$ cat config.mk
export PLATFORM = sky130hd
export DESIGN_NAME = virtio_csr_axil_slave
export DESIGN_NICKNAME = d
export VERILOG_FILES = /design/src/rtl/virtio_csr_axil_slave.sv
export SDC_FILE = /design/constraint.sdc
export NUM_CORES = 1
export LEC_CHECK = 0
export BUFFER_PORTS_ARGS = -buffer_cell sky130_fd_sc_hd__buf_2
export CAP_MARGIN = 30
export CELL_PAD_IN_SITES_DETAIL_PLACEMENT = 0
export CELL_PAD_IN_SITES_GLOBAL_PLACEMENT = 1
export CORE_MARGIN = 2
export CORE_UTILIZATION = 42
export CTS_CLUSTER_SIZE = 25
export DETAILED_ROUTE_END_ITERATION = 8
export PLACE_DENSITY = 0.9
export SETUP_SLACK_MARGIN = 0.02
export SLEW_MARGIN = 20
export SYNTH_ARGS = -nofsm -noshare
export SYNTH_HDL_FRONTEND = slang
export SYNTH_SLANG_ARGS = --single-unit
export TNS_END_PERCENT = 10
$ cat constraint.sdc
create_clock -name axi_aclk -period 2.7 [get_ports axi_aclk]
set_clock_uncertainty 0.2 [all_clocks]
set_input_delay 0.81 -clock axi_aclk [delete_from_list [all_inputs] [get_ports axi_aclk]]
set_output_delay 0.81 -clock axi_aclk [all_outputs]
set_load 0.01 [all_outputs]
$ cat src/rtl/virtio_csr_axil_slave.sv
// AXI4-Lite CSR responder for the virtio bridge: ID/CTRL/STATUS/IRQ/DOORBELL/SCRATCH registers.
// Optional byte-strobe support is enabled with `define VIRTIO_CSR_WSTRB_EN.
module virtio_csr_axil_slave #(
  parameter int          ADDR_W = 12,
  parameter logic [31:0] DEV_ID = 32'h1AF4_1041
) (
  input  logic              axi_aclk,
  input  logic              axi_aresetn,
  input  logic [ADDR_W-1:0] s_axil_awaddr,
  input  logic              s_axil_awvalid,
  output logic              s_axil_awready,
  input  logic [31:0]       s_axil_wdata,
  input  logic [3:0]        s_axil_wstrb,
  input  logic              s_axil_wvalid,
  output logic              s_axil_wready,
  output logic [1:0]        s_axil_bresp,
  output logic              s_axil_bvalid,
  input  logic              s_axil_bready,
  input  logic [ADDR_W-1:0] s_axil_araddr,
  input  logic              s_axil_arvalid,
  output logic              s_axil_arready,
  output logic [31:0]       s_axil_rdata,
  output logic [1:0]        s_axil_rresp,
  output logic              s_axil_rvalid,
  input  logic              s_axil_rready,
  input  logic              busy_i,
  input  logic [3:0]        irq_set_i,
  output logic              irq_o,
  output logic              ctrl_enable_o,
  output logic              soft_rst_o,
  output logic              doorbell_valid_o,
  output logic [15:0]       doorbell_data_o
);

  typedef enum logic { W_IDLE, W_RESP } w_state_t;
  typedef enum logic { R_IDLE, R_DATA } r_state_t;

  localparam logic [2:0] A_ID       = 3'd0;
  localparam logic [2:0] A_CTRL     = 3'd1;
  localparam logic [2:0] A_STATUS   = 3'd2;
  localparam logic [2:0] A_IRQ_ST   = 3'd3;
  localparam logic [2:0] A_IRQ_MSK  = 3'd4;
  localparam logic [2:0] A_DOORBELL = 3'd5;
  localparam logic [2:0] A_SCRATCH  = 3'd6;

  localparam logic [1:0] RESP_OKAY   = 2'b00;
  localparam logic [1:0] RESP_SLVERR = 2'b10;

  w_state_t    w_state, w_state_nxt;
  r_state_t    r_state, r_state_nxt;
  logic        w_fire, r_fire;
  logic        wr_hit, rd_hit;
  logic [2:0]  waddr, raddr;
  logic [31:0] wmask;
  logic        db_ok;
  logic [31:0] rd_word;
  logic [3:0]  irq_status, irq_mask, w1c, irq_nxt;
  logic [31:0] scratch;
  logic        unused_bits;

  // Upper address bits must be zero and 0x1C is a hole.
  function automatic logic addr_hit(input logic [ADDR_W-1:0] a);
    return (a[ADDR_W-1:5] == '0) && (a[4:2] != 3'd7);
  endfunction

  assign waddr  = s_axil_awaddr[4:2];
  assign raddr  = s_axil_araddr[4:2];
  assign wr_hit = addr_hit(s_axil_awaddr);
  assign rd_hit = addr_hit(s_axil_araddr);

`ifdef VIRTIO_CSR_WSTRB_EN
  assign wmask = {{8{s_axil_wstrb[3]}}, {8{s_axil_wstrb[2]}},
                  {8{s_axil_wstrb[1]}}, {8{s_axil_wstrb[0]}}};
  assign db_ok = &s_axil_wstrb[1:0];
  assign unused_bits = ^{s_axil_awaddr[1:0], s_axil_araddr[1:0]};
`else
  assign wmask = '1;
  assign db_ok = 1'b1;
  assign unused_bits = ^{s_axil_awaddr[1:0], s_axil_araddr[1:0], s_axil_wstrb};
`endif

  // Write channel
  always_ff @(posedge axi_aclk or negedge axi_aresetn) begin
    if (!axi_aresetn) w_state <= W_IDLE;
    else              w_state <= w_state_nxt;
  end

  always_comb begin
    w_state_nxt    = w_state;
    s_axil_awready = 1'b0;
    s_axil_wready  = 1'b0;
    s_axil_bvalid  = 1'b0;
    w_fire         = 1'b0;
    case (w_state)
      W_IDLE: begin
        if (s_axil_awvalid && s_axil_wvalid) begin
          s_axil_awready = 1'b1;
          s_axil_wready  = 1'b1;
          w_fire         = 1'b1;
          w_state_nxt    = W_RESP;
        end
      end
      W_RESP: begin
        s_axil_bvalid = 1'b1;
        if (s_axil_bready) w_state_nxt = W_IDLE;
      end
      default: w_state_nxt = W_IDLE;
    endcase
  end

  always_ff @(posedge axi_aclk or negedge axi_aresetn) begin
    if (!axi_aresetn)  s_axil_bresp <= RESP_OKAY;
    else if (w_fire)   s_axil_bresp <= wr_hit ? RESP_OKAY : RESP_SLVERR;
  end

  // Read channel
  always_ff @(posedge axi_aclk or negedge axi_aresetn) begin
    if (!axi_aresetn) r_state <= R_IDLE;
    else              r_state <= r_state_nxt;
  end

  always_comb begin
    r_state_nxt    = r_state;
    s_axil_arready = 1'b0;
    s_axil_rvalid  = 1'b0;
    r_fire         = 1'b0;
    case (r_state)
      R_IDLE: begin
        s_axil_arready = 1'b1;
        if (s_axil_arvalid) begin
          r_fire      = 1'b1;
          r_state_nxt = R_DATA;
        end
      end
      R_DATA: begin
        s_axil_rvalid = 1'b1;
        if (s_axil_rready) r_state_nxt = R_IDLE;
      end
      default: r_state_nxt = R_IDLE;
    endcase
  end

  always_comb begin
    rd_word = '0;
    if (rd_hit) begin
      case (raddr)
        A_ID:      rd_word = DEV_ID;
        A_CTRL:    rd_word = {31'b0, ctrl_enable_o};
        A_STATUS:  rd_word = {31'b0, busy_i};
        A_IRQ_ST:  rd_word = {28'b0, irq_status};
        A_IRQ_MSK: rd_word = {28'b0, irq_mask};
        A_SCRATCH: rd_word = scratch;
        default:   rd_word = '0;
      endcase
    end
  end

  always_ff @(posedge axi_aclk or negedge axi_aresetn) begin
    if (!axi_aresetn) begin
      s_axil_rdata <= '0;
      s_axil_rresp <= RESP_OKAY;
    end else if (r_fire) begin
      s_axil_rdata <= rd_word;
      s_axil_rresp <= rd_hit ? RESP_OKAY : RESP_SLVERR;
    end
  end

  // Set wins over a same-cycle clear.
  always_comb begin
    w1c = '0;
    if (w_fire && wr_hit && (waddr == A_IRQ_ST)) w1c = s_axil_wdata[3:0] & wmask[3:0];
    irq_nxt = (irq_status & ~w1c) | irq_set_i;
  end

  always_ff @(posedge axi_aclk or negedge axi_aresetn) begin
    if (!axi_aresetn) begin
      ctrl_enable_o    <= 1'b0;
      soft_rst_o       <= 1'b0;
      doorbell_valid_o <= 1'b0;
      doorbell_data_o  <= '0;
      irq_status       <= '0;
      irq_mask         <= '0;
      irq_o            <= 1'b0;
      scratch          <= '0;
    end else begin
      soft_rst_o       <= 1'b0;
      doorbell_valid_o <= 1'b0;
      irq_status       <= irq_nxt;
      irq_o            <= |(irq_status & irq_mask);
      if (w_fire && wr_hit) begin
        case (waddr)
          A_CTRL: begin
            if (wmask[0]) ctrl_enable_o <= s_axil_wdata[0];
            if (wmask[1] && s_axil_wdata[1]) soft_rst_o <= 1'b1;
          end
          A_IRQ_MSK: irq_mask <= (irq_mask & ~wmask[3:0]) | (s_axil_wdata[3:0] & wmask[3:0]);
          A_DOORBELL: begin
            if (db_ok) begin
              doorbell_data_o  <= s_axil_wdata[15:0];
              doorbell_valid_o <= 1'b1;
            end
          end
          A_SCRATCH: scratch <= (scratch & ~wmask) | (s_axil_wdata & wmask);
          default: ;
        endcase
      end
    end
  end

endmodule

Word level (Yosys, flattened, before mapping)
Index checks and enable logic that the tools add are counted.

Input bits: 72. Flip-flop bits (word level): 98. Logic and storage cells: 65. Output and inout port bits: 61.

Reduce and logical (&&, ||, !) cells: 13. Bitwise logic cells: 6. Mux-type cells: 21. Equality and inequality tests: 12.

Operators by type and width (number): case mux 32 bit (6 select lines) (1); 2-to-1 mux 32 bit (1); == test 3 bit, second input constant (5); zero test 7 bit (2); 2-to-1 mux 1 bit (14); == test 3 x 2 -> 1 bit, second input constant (3); bitwise AND 4 bit (2); AND reduction 2 bit (4); == test 3 x 1 -> 1 bit, second input constant (2); inequality test 3 bit, second input constant (2); logical AND 1 bit (5); 2-to-1 mux 2 bit (2); 2-to-1 mux 4 bit (1); inverter 4 bit (1); OR 4 bit (1); case mux 1 bit (2 select lines) (2); OR reduction 4 bit (1); zero test 3 bit (1); inverter 1 bit (2).

Longest topological paths before layout
Gate-level depths: netlist of run 1.

Depth in word-level cells: 9. Depth in mapped cells: 6. Depth with buffers taken out: 3.

Worst setup path before layout of run 1
No wires, ideal clock.

Kind: in2reg. From: in s_axil_awaddr[7]. To: reg scratch[10]. Path slack: 0.375 ns. Buffers on the path: 2. Stages on the path: 5. Library setup time: 0.125 ns. Data required time: 2.375 ns. Arrival: 2.000 ns. Cell sequence: nor4_4 > and4_1 > buf_2 > buf_4 > mux2_2.

Word-level cells in the longest chain between the ends: 4.

Ends and longest elaborated chain: from (decl) (RTL line 9) `input logic [ADDR_W-1:0] s_axil_awaddr,`; zero test 7 bit (RTL line 63) `return (a[ADDR_W-1:5] == '0) && (a[4:2] != 3'd7);`; logical AND 1 bit (RTL line 63); logical AND 1 bit (RTL line 190) `if (w_fire && wr_hit) begin`; AND reduction 2 bit (no source line); to (signal assigned) (RTL line 203) `A_SCRATCH: scratch <= (scratch & ~wmask) | (s_axil_wdata & wmask);`; to (decl) (RTL line 58) `logic [31:0] scratch;`.

Every way passes these cells. A chain may end at the register's enable or synchronous reset.

Final worst setup path of run 1
From: in s_axil_wvalid. To: out s_axil_awready.

Word-level cells in the longest chain between the ends: 3.

Ends and longest elaborated chain: from (decl) (RTL line 14) `input logic s_axil_wvalid,`; logical AND 1 bit (RTL line 96) `if (s_axil_awvalid && s_axil_wvalid) begin`; 2-to-1 mux 1 bit (RTL line 96); 2-to-1 mux 1 bit (RTL line 94) `case (w_state)`; to (decl) (RTL line 11) `output logic s_axil_awready,`.

Every way passes these cells.

==> out/qor.csv, run 1 <==
stage,metric,value,unit
synthesis,synth_seq_cells,96,
critical_path,crit_family,simple AND/OR/NAND/NOR gates,
finish,nNetsFinal,482,
clocking,cts_sinks,96,
finish,seq_area,2402,sq um
timing,fmax,0.4106,GHz
finish,layout_commonest_cell,buf_2,
floorplanning,die_y,101.0,um
place,dpl.hpwl,6207,um
critical_path,critPathRequiredTime,1.69,ns
finish,area_delta_synth_final,23.80,%
timing,period_share,0.9019,
critical_path,crit_path_max_incr_delay,0.34,ns
place,placed_cells,510,
synthesis,yosysSeqAreaShare,0.6084,
pwr,p_clk_frac,0.353,
clocking,cts_setup_buffers,0,
global_route,track_usage,0.1843,
clocking,cts_tree,built,
place,globalplace.congestion,0.7663,
synthesis,synth_cell_types,39,
critical_path,path_cells,buf_2 -> and3b_1 -> buf_2,
timing,fin_ws,0.2648,ns
drt,drtAntennaViolNets,0,
timing,fin_crit,2.435,ns
floorplanning,core,9196,sq um
synthesis,synth_top_cell_by_area,dfrtp_1,
finish,final_cell_mix,"121 x buf_2, 96 x dfrtp_1, 55 x mux2_2",
synthesis,synth_edf_count,0,
synthesis,syn_area,3949,sq um
place,place_ws,0.1362,ns
floorplanning,num_io_pins,133,
timing,hold_viol_final,0,
finish,fin_cells,526,
pwr,p_int,0.001888,W
drt,drcViolationCount,0,
timing,finalSetupViolCount,0,
outcome,outcome,finished clean,
critical_path,cp.buffers_inverters,2,
pwr,sw_frac_of_total,0.2522,
global_route,grt_overflow,0,
pwr,power.density,516.4,nW/um^2
drt,viasPerCell,5.371,
floorplanning,num_rows,35,
pwr,sequentialPowerShare,0.575,
pwr,p_comb_frac,0.072,
critical_path,r2r_slack,0.68,ns
clocking,cts-htree-levels,3,
floorplanning,die_x,101.0,um
flow_run,drv_cap,0,
finish,antennaDiodeCount,0,
pwr,power,0.002524,W
timing,grt_setup_unrepaired,no,
critical_path,crit_arrival,1.43,ns
clocking,cts_buffers,9,
synthesis,yosys-top-cells-area,"dfrtp_1 61%, mux2_2 16%, a32o_1 4.6%",
critical_path,cp_slowest_cell,and3b_1,
clocking,postCtsHoldBufs,0,
synthesis,syn_avg_cell_area,13.86,sq um
timing,finalSetupTns,0,ns
drt,wl_per_cell,16.59,um
pwr,p_leak,2.640,nW
min_path,worstHoldPathType,in -> async,
timing,slew_violations,0,
finish,drive_above_1_share,0.5133,
drt,drtIter0Drc,90,
pwr,power.switching,0.0006367,W
pwr,max-vdd-ir-drop,0.2962,mV
place,portBuffers,122,
critical_path,start_kind,input pin,
finish,post-route-util,0.5316,
floorplanning,initial_core_util,0.4294,
critical_path,cp-end-kind,output pin,
critical_path,criticalPathCategory,in -> out,
finish,multi_input_area,1403,sq um
synthesis,synth-async-reset-ratio,1.000,
drt,routed_wl,8724,um
global_route,antenna_found_initial,0,
critical_path,cpMostUsedCell,buf_2,
synthesis,synth_cells,285,
synthesis,synth_flop_cell,dfrtp_1,
global_route,grt_pass1_wl,14500,um
clocking,clkLatencyLatePin,0.36,ns
critical_path,crit_fanout,10,
clocking,ctsResizeCount,0,
clocking,cts-root-buf,clkbuf_8,
synthesis,synth_top_area_frac,0.6084,
drt,vias,2825,
global_route,grt_pass1_vias,2892,
clocking,clk_pin_slew,0.09,ns
drt,drt_pass1_iterations,4,
global_route,grt_max_degree,54,
synthesis,ys_warn_count,0,
clocking,clk_path_buf_depth,2,
floorplanning,dieArea,10190,sq um
finish,n_fill_cell,806,
synth_stat cells (2+ instances only):
library cell,count
dfrtp_1,96
mux2_2,55
a32o_1,18
nand2_1,13
a21oi_1,10
o21ai_1,8
clkbuf_1,7
inv_1,7
a22oi_1,6
and3b_1,6
buf_4,6
nor2_1,5
a31oi_1,4
buf_2,4
a21o_1,3
and3_1,3
buf_6,3
nor3b_1,3
o21ai_0,3
a22o_1,2
and4_1,2
mux2_1,2
nand4_1,2
nor4_4,2
state kept, by name, indices dropped and copies added (netlist names), 4 cells and up:
register,cells
doorbell_data_o,16
irq_mask,4
irq_status,4
s_axil_rdata,32
scratch,32
final timing paths:
path | start | endpoint | cells past startpoint
setup / recovery | s_axil_wvalid | s_axil_awready | 3
hold / removal | axi_aresetn | s_axil_bresp[1] | 1
setup reg to reg | w_state | scratch[16] | 4
min in group axi_aclk | s_axil_rdata[21] | s_axil_rdata[21] | 2
hold reg to reg | s_axil_rdata[21] | s_axil_rdata[21] | 2
max in group asynchronous | axi_aresetn | s_axil_rdata[1] | 2
per-layer routing:
| metal | up-vias | track usage | part of all wire |
|---|---|---|---|
| li1 | 1298 | - | - |
| met1 | 1434 | 0.2473 | 0.45 |
| met2 | 81 | 0.2887 | 0.47 |
| met3 | 12 | 0.04300 | 0.059 |
| met4 | 0 | 0.07692 | 0.018 |
| met5 | - | 0 | 0 |
cell families (layout without fill, tap and decap cells):
family | after synthesis | after routing | synth area share
flops | 96 | 96 | 0.6084
buf+inv | 27 | 156 | 0.03834
compound gates | 58 | 58 | 0.1106
simple gates | 45 | 45 | 0.07668
mux | 58 | 58 | 0.1651
other cells | 1 | 2 | 0.0009497
worst reg2reg max path, delay by kind of cell (launching register included):
| kind | cells | cell delay [ns] |
|---|---|---|
| simple gates | 2 | 0.72 |
| buf+inv | 1 | 0.22 |
| mux | 1 | 0.37 |
| flops | 1 | 0.40 |
cell type report:
type,instances,area share
Sequential cell,96,0.4914
Tap cell,111,0.02841
Timing Repair Buffer,133,0.1500
Clock buffer,10,0.02815
Clock inverter,6,0.009726
Inverter,7,0.005375
Multi-Input combinational cell,163,0.2869
stage by stage:
| step | hold slack, ns | cell area [sq um] |
|---|---|---|
| floorplan | 0.2584 | 3953 |
| global placement | 0.2629 | 4703 |
| detailed placement | 0.2732 | 4703 |
| CTS | 0.02935 | 4888 |
| global route | 0.03184 | 4888 |
| finish | 0.04530 | 4888 |
power groups by stage:
stage / Clock [W] / Combinational (W) / Sequential (W)
floorplan: 0 / 0.0000632 / 0.00148
global placement: 0 / 0.000178 / 0.00148
detailed placement: 0 / 0.000184 / 0.00148
CTS: 0.000926 / 0.000185 / 0.00145
global route: 0.000984 / 0.000204 / 0.00145
finish: 0.000892 / 0.000181 / 0.00145
(Power assumes the default switching activity.)
==> inputs of run 2 (changes only) <==
PLACE_DENSITY = default   (was 0.9)
PLACE_DENSITY_LB_ADDON = 0.3   (was default)
==> out/qor.csv, run 2 (synthesis results as in run 1) <==
stage,metric,value,unit
drt,routed_wl,8666,um
outcome,outcome,finished clean,
timing,period_share,0.8982,
clocking,clk_path_buf_depth,2,
finish,drive_above_1_share,0.5121,
critical_path,crit_path_max_incr_delay,0.34,ns
floorplanning,core,9196,sq um
critical_path,r2r-start,w_state,
clocking,postCtsHoldBufs,0,
floorplanning,initial_core_util,0.4294,
floorplanning,dieArea,10190,sq um
timing,finalSetupViolCount,0,
finish,area_delta_synth_final,24.65,%
finish,reg_top3,"s_axil_rdata: 32 flops, scratch: 32 flops, doorbell_data_o: 16 flops",
clocking,cts_buffers,9,
timing,hold_viol_final,0,
clocking,cts_setup_buffers,0,
drt,vias,2763,
critical_path,r2r_cells,4,
clocking,cts_tree,built,
critical_path,crit_arrival,1.42,ns
critical_path,cp-end-kind,output pin,
drt,drcViolationCount,0,
finish,layout_commonest_cell,buf_2,
pwr,max-vdd-ir-drop,0.2701,mV
critical_path,crit_fanout,10,
drt,drtAntennaViolNets,0,
finish,final_cell_mix,"121 x buf_2, 96 x dfrtp_1, 55 x mux2_2",
clocking,cts-root-buf,clkbuf_8,
flow_run,drv_cap,0,
place,dpl.hpwl,6183,um
critical_path,criticalPathCategory,in -> out,
global_route,grt_max_degree,56,
pwr,p_leak,2.657,nW
drt,drtIter0Drc,90,
critical_path,r2r_slack,0.68,ns
drt,drt_pass1_iterations,4,
place,placedInstanceArea,4708,sq um
clocking,ctsResizeCount,0,
timing,grt_setup_unrepaired,no,
global_route,grt_pass1_vias,2785,
min_path,worstHoldPathType,in -> async,
clocking,clk_pin_slew,0.09,ns
timing,fin_crit,2.425,ns
clocking,clkLatencyLatePin,0.35,ns
floorplanning,num_io_pins,133,
place,globalplace.congestion,0.7817,
drt,viasPerCell,5.263,
global_route,grt_pass1_wl,14230,um
finish,finalInstanceArea,4922,sq um
critical_path,cp_slowest_cell,and3b_1,
timing,finalSetupTns,0,ns
floorplanning,die_x,101.0,um
finish,nNetsFinal,481,
drt,wl_per_cell,16.51,um
critical_path,critPathRequiredTime,1.69,ns
place,portBuffers,122,
global_route,antenna_found_initial,0,
global_route,grt_overflow,0,
timing,slew_violations,0,
critical_path,r2r-end,scratch[31],
pwr,power.density,532.4,nW/um^2
floorplanning,die_y,101.0,um
critical_path,path_cells,buf_2 -> and3b_1 -> buf_2,
critical_path,start_kind,input pin,
clocking,cts_sinks,96,
critical_path,cpMostUsedCell,buf_2,
timing,fmax,0.4123,GHz
global_route,track_usage,0.1810,
clocking,cts-htree-levels,3,
floorplanning,num_rows,35,
finish,antennaDiodeCount,0,
## run 2: cell count changes in the layout (fill, tap and decap cells not counted)
cell	change
buf_12	+1
buf_4	-2
bufinv_16	+1
clkinv_2	-1
clkinv_4	+3
clkinvlp_4	-1
inv_6	-3
inv_8	+1
## run 2: stage by stage
step	power (W)	worst slack, ns	std cells	utilization	hold slack [ns]
floorplan	0.001546	0.3754	286	-	0.2584
global placement	0.001661	0.1325	509	0.5120	0.2611
detailed placement	0.001664	0.1225	509	0.5120	0.2714
CTS	0.002656	0.2668	525	0.5352	0.1139
global route	0.002744	0.2135	525	0.5352	0.1031
finish	0.002621	0.2748	525	0.5352	0.1149
## run 2: layout make-up
class                   count  area (sq um)
multi-input cells         163          1403
clock inverters             6         76.32
flip-flops and latches     96          2402
well taps                 111         138.9
repair buffers            132         738.2
fillers                   835          4274
clock buffers              10         137.6
inverters                   7         26.28
## run 2: how the worst max path moves through the flow
stage / start / to / slack (ns) / depth (start not counted)
global route: s_axil_wvalid / s_axil_awready / 0.21 / 3
global placement: s_axil_awaddr[7] / scratch[31] / 0.13 / 5
detailed placement: s_axil_araddr[6] / s_axil_rdata[0] / 0.12 / 4
CTS: s_axil_wvalid / s_axil_wready / 0.27 / 3
floorplan: s_axil_awaddr[7] / scratch[10] / 0.38 / 5
finish: s_axil_wvalid / s_axil_wready / 0.27 / 3
## run 2: power breakdown
group	leakage [nW]	internal, W	switching (W)
clock network	0.109	0.000468	0.000521
registers	1.31	0.00145	0.00000529
logic	1.24	0.0000695	0.000110
total	2.66	0.00198	0.000636
## run 2: critical path, delay by kind of cell
family                 cells  cell delay [ns]
AND/OR/NAND/NOR            1             0.34
buffers and inverters      2             0.27
## run 2: metal layers
layer | GRT usage | vias up | share of wire
li1 | - | 1292 | -
met1 | 0.2539 | 1384 | 0.47
met2 | 0.2744 | 81 | 0.47
met3 | 0.05617 | 6 | 0.057
met4 | 0.04886 | 0 | 0.011
met5 | 0 | - | 0
==> inputs of run 3 (changes only) <==
CORE_ASPECT_RATIO = 1.25   (was default)
==> out/qor.csv, run 3 (synthesis results as in run 1) <==
stage,metric,value,unit
critical_path,r2r-start,w_state,
clocking,cts-htree-levels,3,
floorplanning,num_rows,39,
clocking,ctsResizeCount,0,
clocking,clk_path_buf_depth,2,
critical_path,crit_fanout,10,
clocking,clkLatencyLatePin,0.34,ns
clocking,cts-root-buf,clkbuf_16,
finish,post-route-util,0.5538,
finish,nNetsFinal,482,
timing,slew_violations,0,
finish,area_delta_synth_final,27.98,%
finish,antennaDiodeCount,0,
critical_path,r2r-end,scratch[31],
timing,max_slew_margin,0.6094,
critical_path,critPathRequiredTime,1.69,ns
timing,fmax,0.4109,GHz
drt,drcViolationCount,0,
global_route,grt_overflow,0,
global_route,grt_pass1_vias,2954,
place,portBuffers,122,
floorplanning,initial_core_util,0.4327,
drt,wl_met2,4270,um
drt,dr.max_layer_used,met4,
floorplanning,dieArea,10200,sq um
finish,drive_above_1_share,0.5133,
critical_path,crit_arrival,1.42,ns
finish,n_fill_cell,827,
pwr,p_leak,2.702,nW
floorplanning,core,9125,sq um
global_route,track_usage,0.1794,
global_route,grt_max_degree,47,
drt,drtIter0Drc,142,
timing,finalSetupTns,0,ns
drt,vias,2805,
floorplanning,die_x,90.73,um
clocking,cts_tree,built,
clocking,cts_buffers,9,
finish,reg_top3,"s_axil_rdata: 32 flops, scratch: 32 flops, doorbell_data_o: 16 flops",
finish,multi_input_area,1403,sq um
critical_path,criticalPathCategory,in -> out,
flow_run,drv_cap,0,
drt,met1_length,3880,um
critical_path,r2r_slack,0.71,ns
critical_path,start_kind,input pin,
pwr,power.density,584.1,nW/um^2
clocking,cts_sinks,96,
drt,viasPerCell,5.214,
timing,finalSetupViolCount,0,
finish,seq_area,2402,sq um
timing,fin_crit,2.434,ns
place,dpl.hpwl,6014,um
timing,grt_setup_unrepaired,no,
min_path,worstHoldPathType,in -> async,
drt,drtAntennaViolNets,0,
drt,routed_wl,8725,um
critical_path,r2r_cells,4,
drt,wl_per_cell,16.22,um
floorplanning,num_io_pins,133,
timing,tightestPinTransition,0.5858,ns
critical_path,cp-end-kind,output pin,
clocking,cts_setup_buffers,0,
pwr,max-vdd-ir-drop,0.3940,mV
global_route,antenna_found_initial,0,
place,globalplace.congestion,0.7615,
global_route,grt_pass1_wl,14540,um
place,placed_cells,522,
finish,layout_commonest_cell,buf_2,
finish,fin_cells,538,
timing,hold_viol_final,0,
clocking,postCtsHoldBufs,0,
clocking,clk_pin_slew,0.07,ns
drt,wl_met3,417,um
drt,drt_pass1_iterations,4,
outcome,outcome,finished clean,
finish,final_cell_mix,"121 x buf_2, 96 x dfrtp_1, 55 x mux2_2",
timing,period_share,0.9013,
floorplanning,die_y,112.4,um
==> run 3: cell types whose count changed in the layout (fill, tap and decap cells not counted) <==
cell        delta
clkbuf_16      +9
clkinv_4       -3
clkinvlp_4     +2
inv_6          +2
buf_12         +1
inv_8          -1
clkbuf_8       -9
==> run 3: area by class of cell <==
class                      count  area share
timing repair buffer         133      0.1500
tap                          123     0.03045
multi-input combinational    163      0.2775
inverter                       7    0.005199
sequential                    96      0.4754
clock inverter                 6     0.01411
clock buffer                  10     0.04729
==> run 3: worst max path at each step <==
stage | start | endpoint | slack [ns] | depth (start not counted)
after floorplan | s_axil_awaddr[7] | scratch[10] | 0.38 | 5
after CTS | s_axil_wvalid | s_axil_awready | 0.24 | 3
after global routing | s_axil_wvalid | s_axil_awready | 0.21 | 3
after global placement | s_axil_araddr[6] | s_axil_rdata[1] | 0.15 | 4
after detailed placement | s_axil_araddr[6] | s_axil_rdata[2] | 0.14 | 4
final | s_axil_wvalid | s_axil_awready | 0.27 | 3
==> run 3: worst max-delay path, cell delays in order <==
cell,delay [ns]
buf_2,0.07
and3b_1,0.34
buf_2,0.20
==> run 3: per-layer routing <==
metal,global-route usage,up-vias
li1,-,1289
met1,0.2318,1416
met2,0.2985,90
met3,0.02483,10
met4,0.08718,0
met5,0,-
==> run 3: report_power, final <==
group          internal (W)  switching, W
Combinational     0.0000693      0.000110
Sequential          0.00145    0.00000551
Clock              0.000753      0.000566
==> run 3: through the flow <==
step	area (sq um)	setup slack, ns	total power (W)	hold slack (ns)
finish	5054	0.2664	0.002952	0.2737
detailed placement	4743	0.1429	0.001664	0.2728
global route	5054	0.2149	0.003056	0.3034
global placement	4743	0.1467	0.001661	0.2604
floorplan	3953	0.3754	0.001546	0.2584
CTS	5054	0.2392	0.002979	0.2832
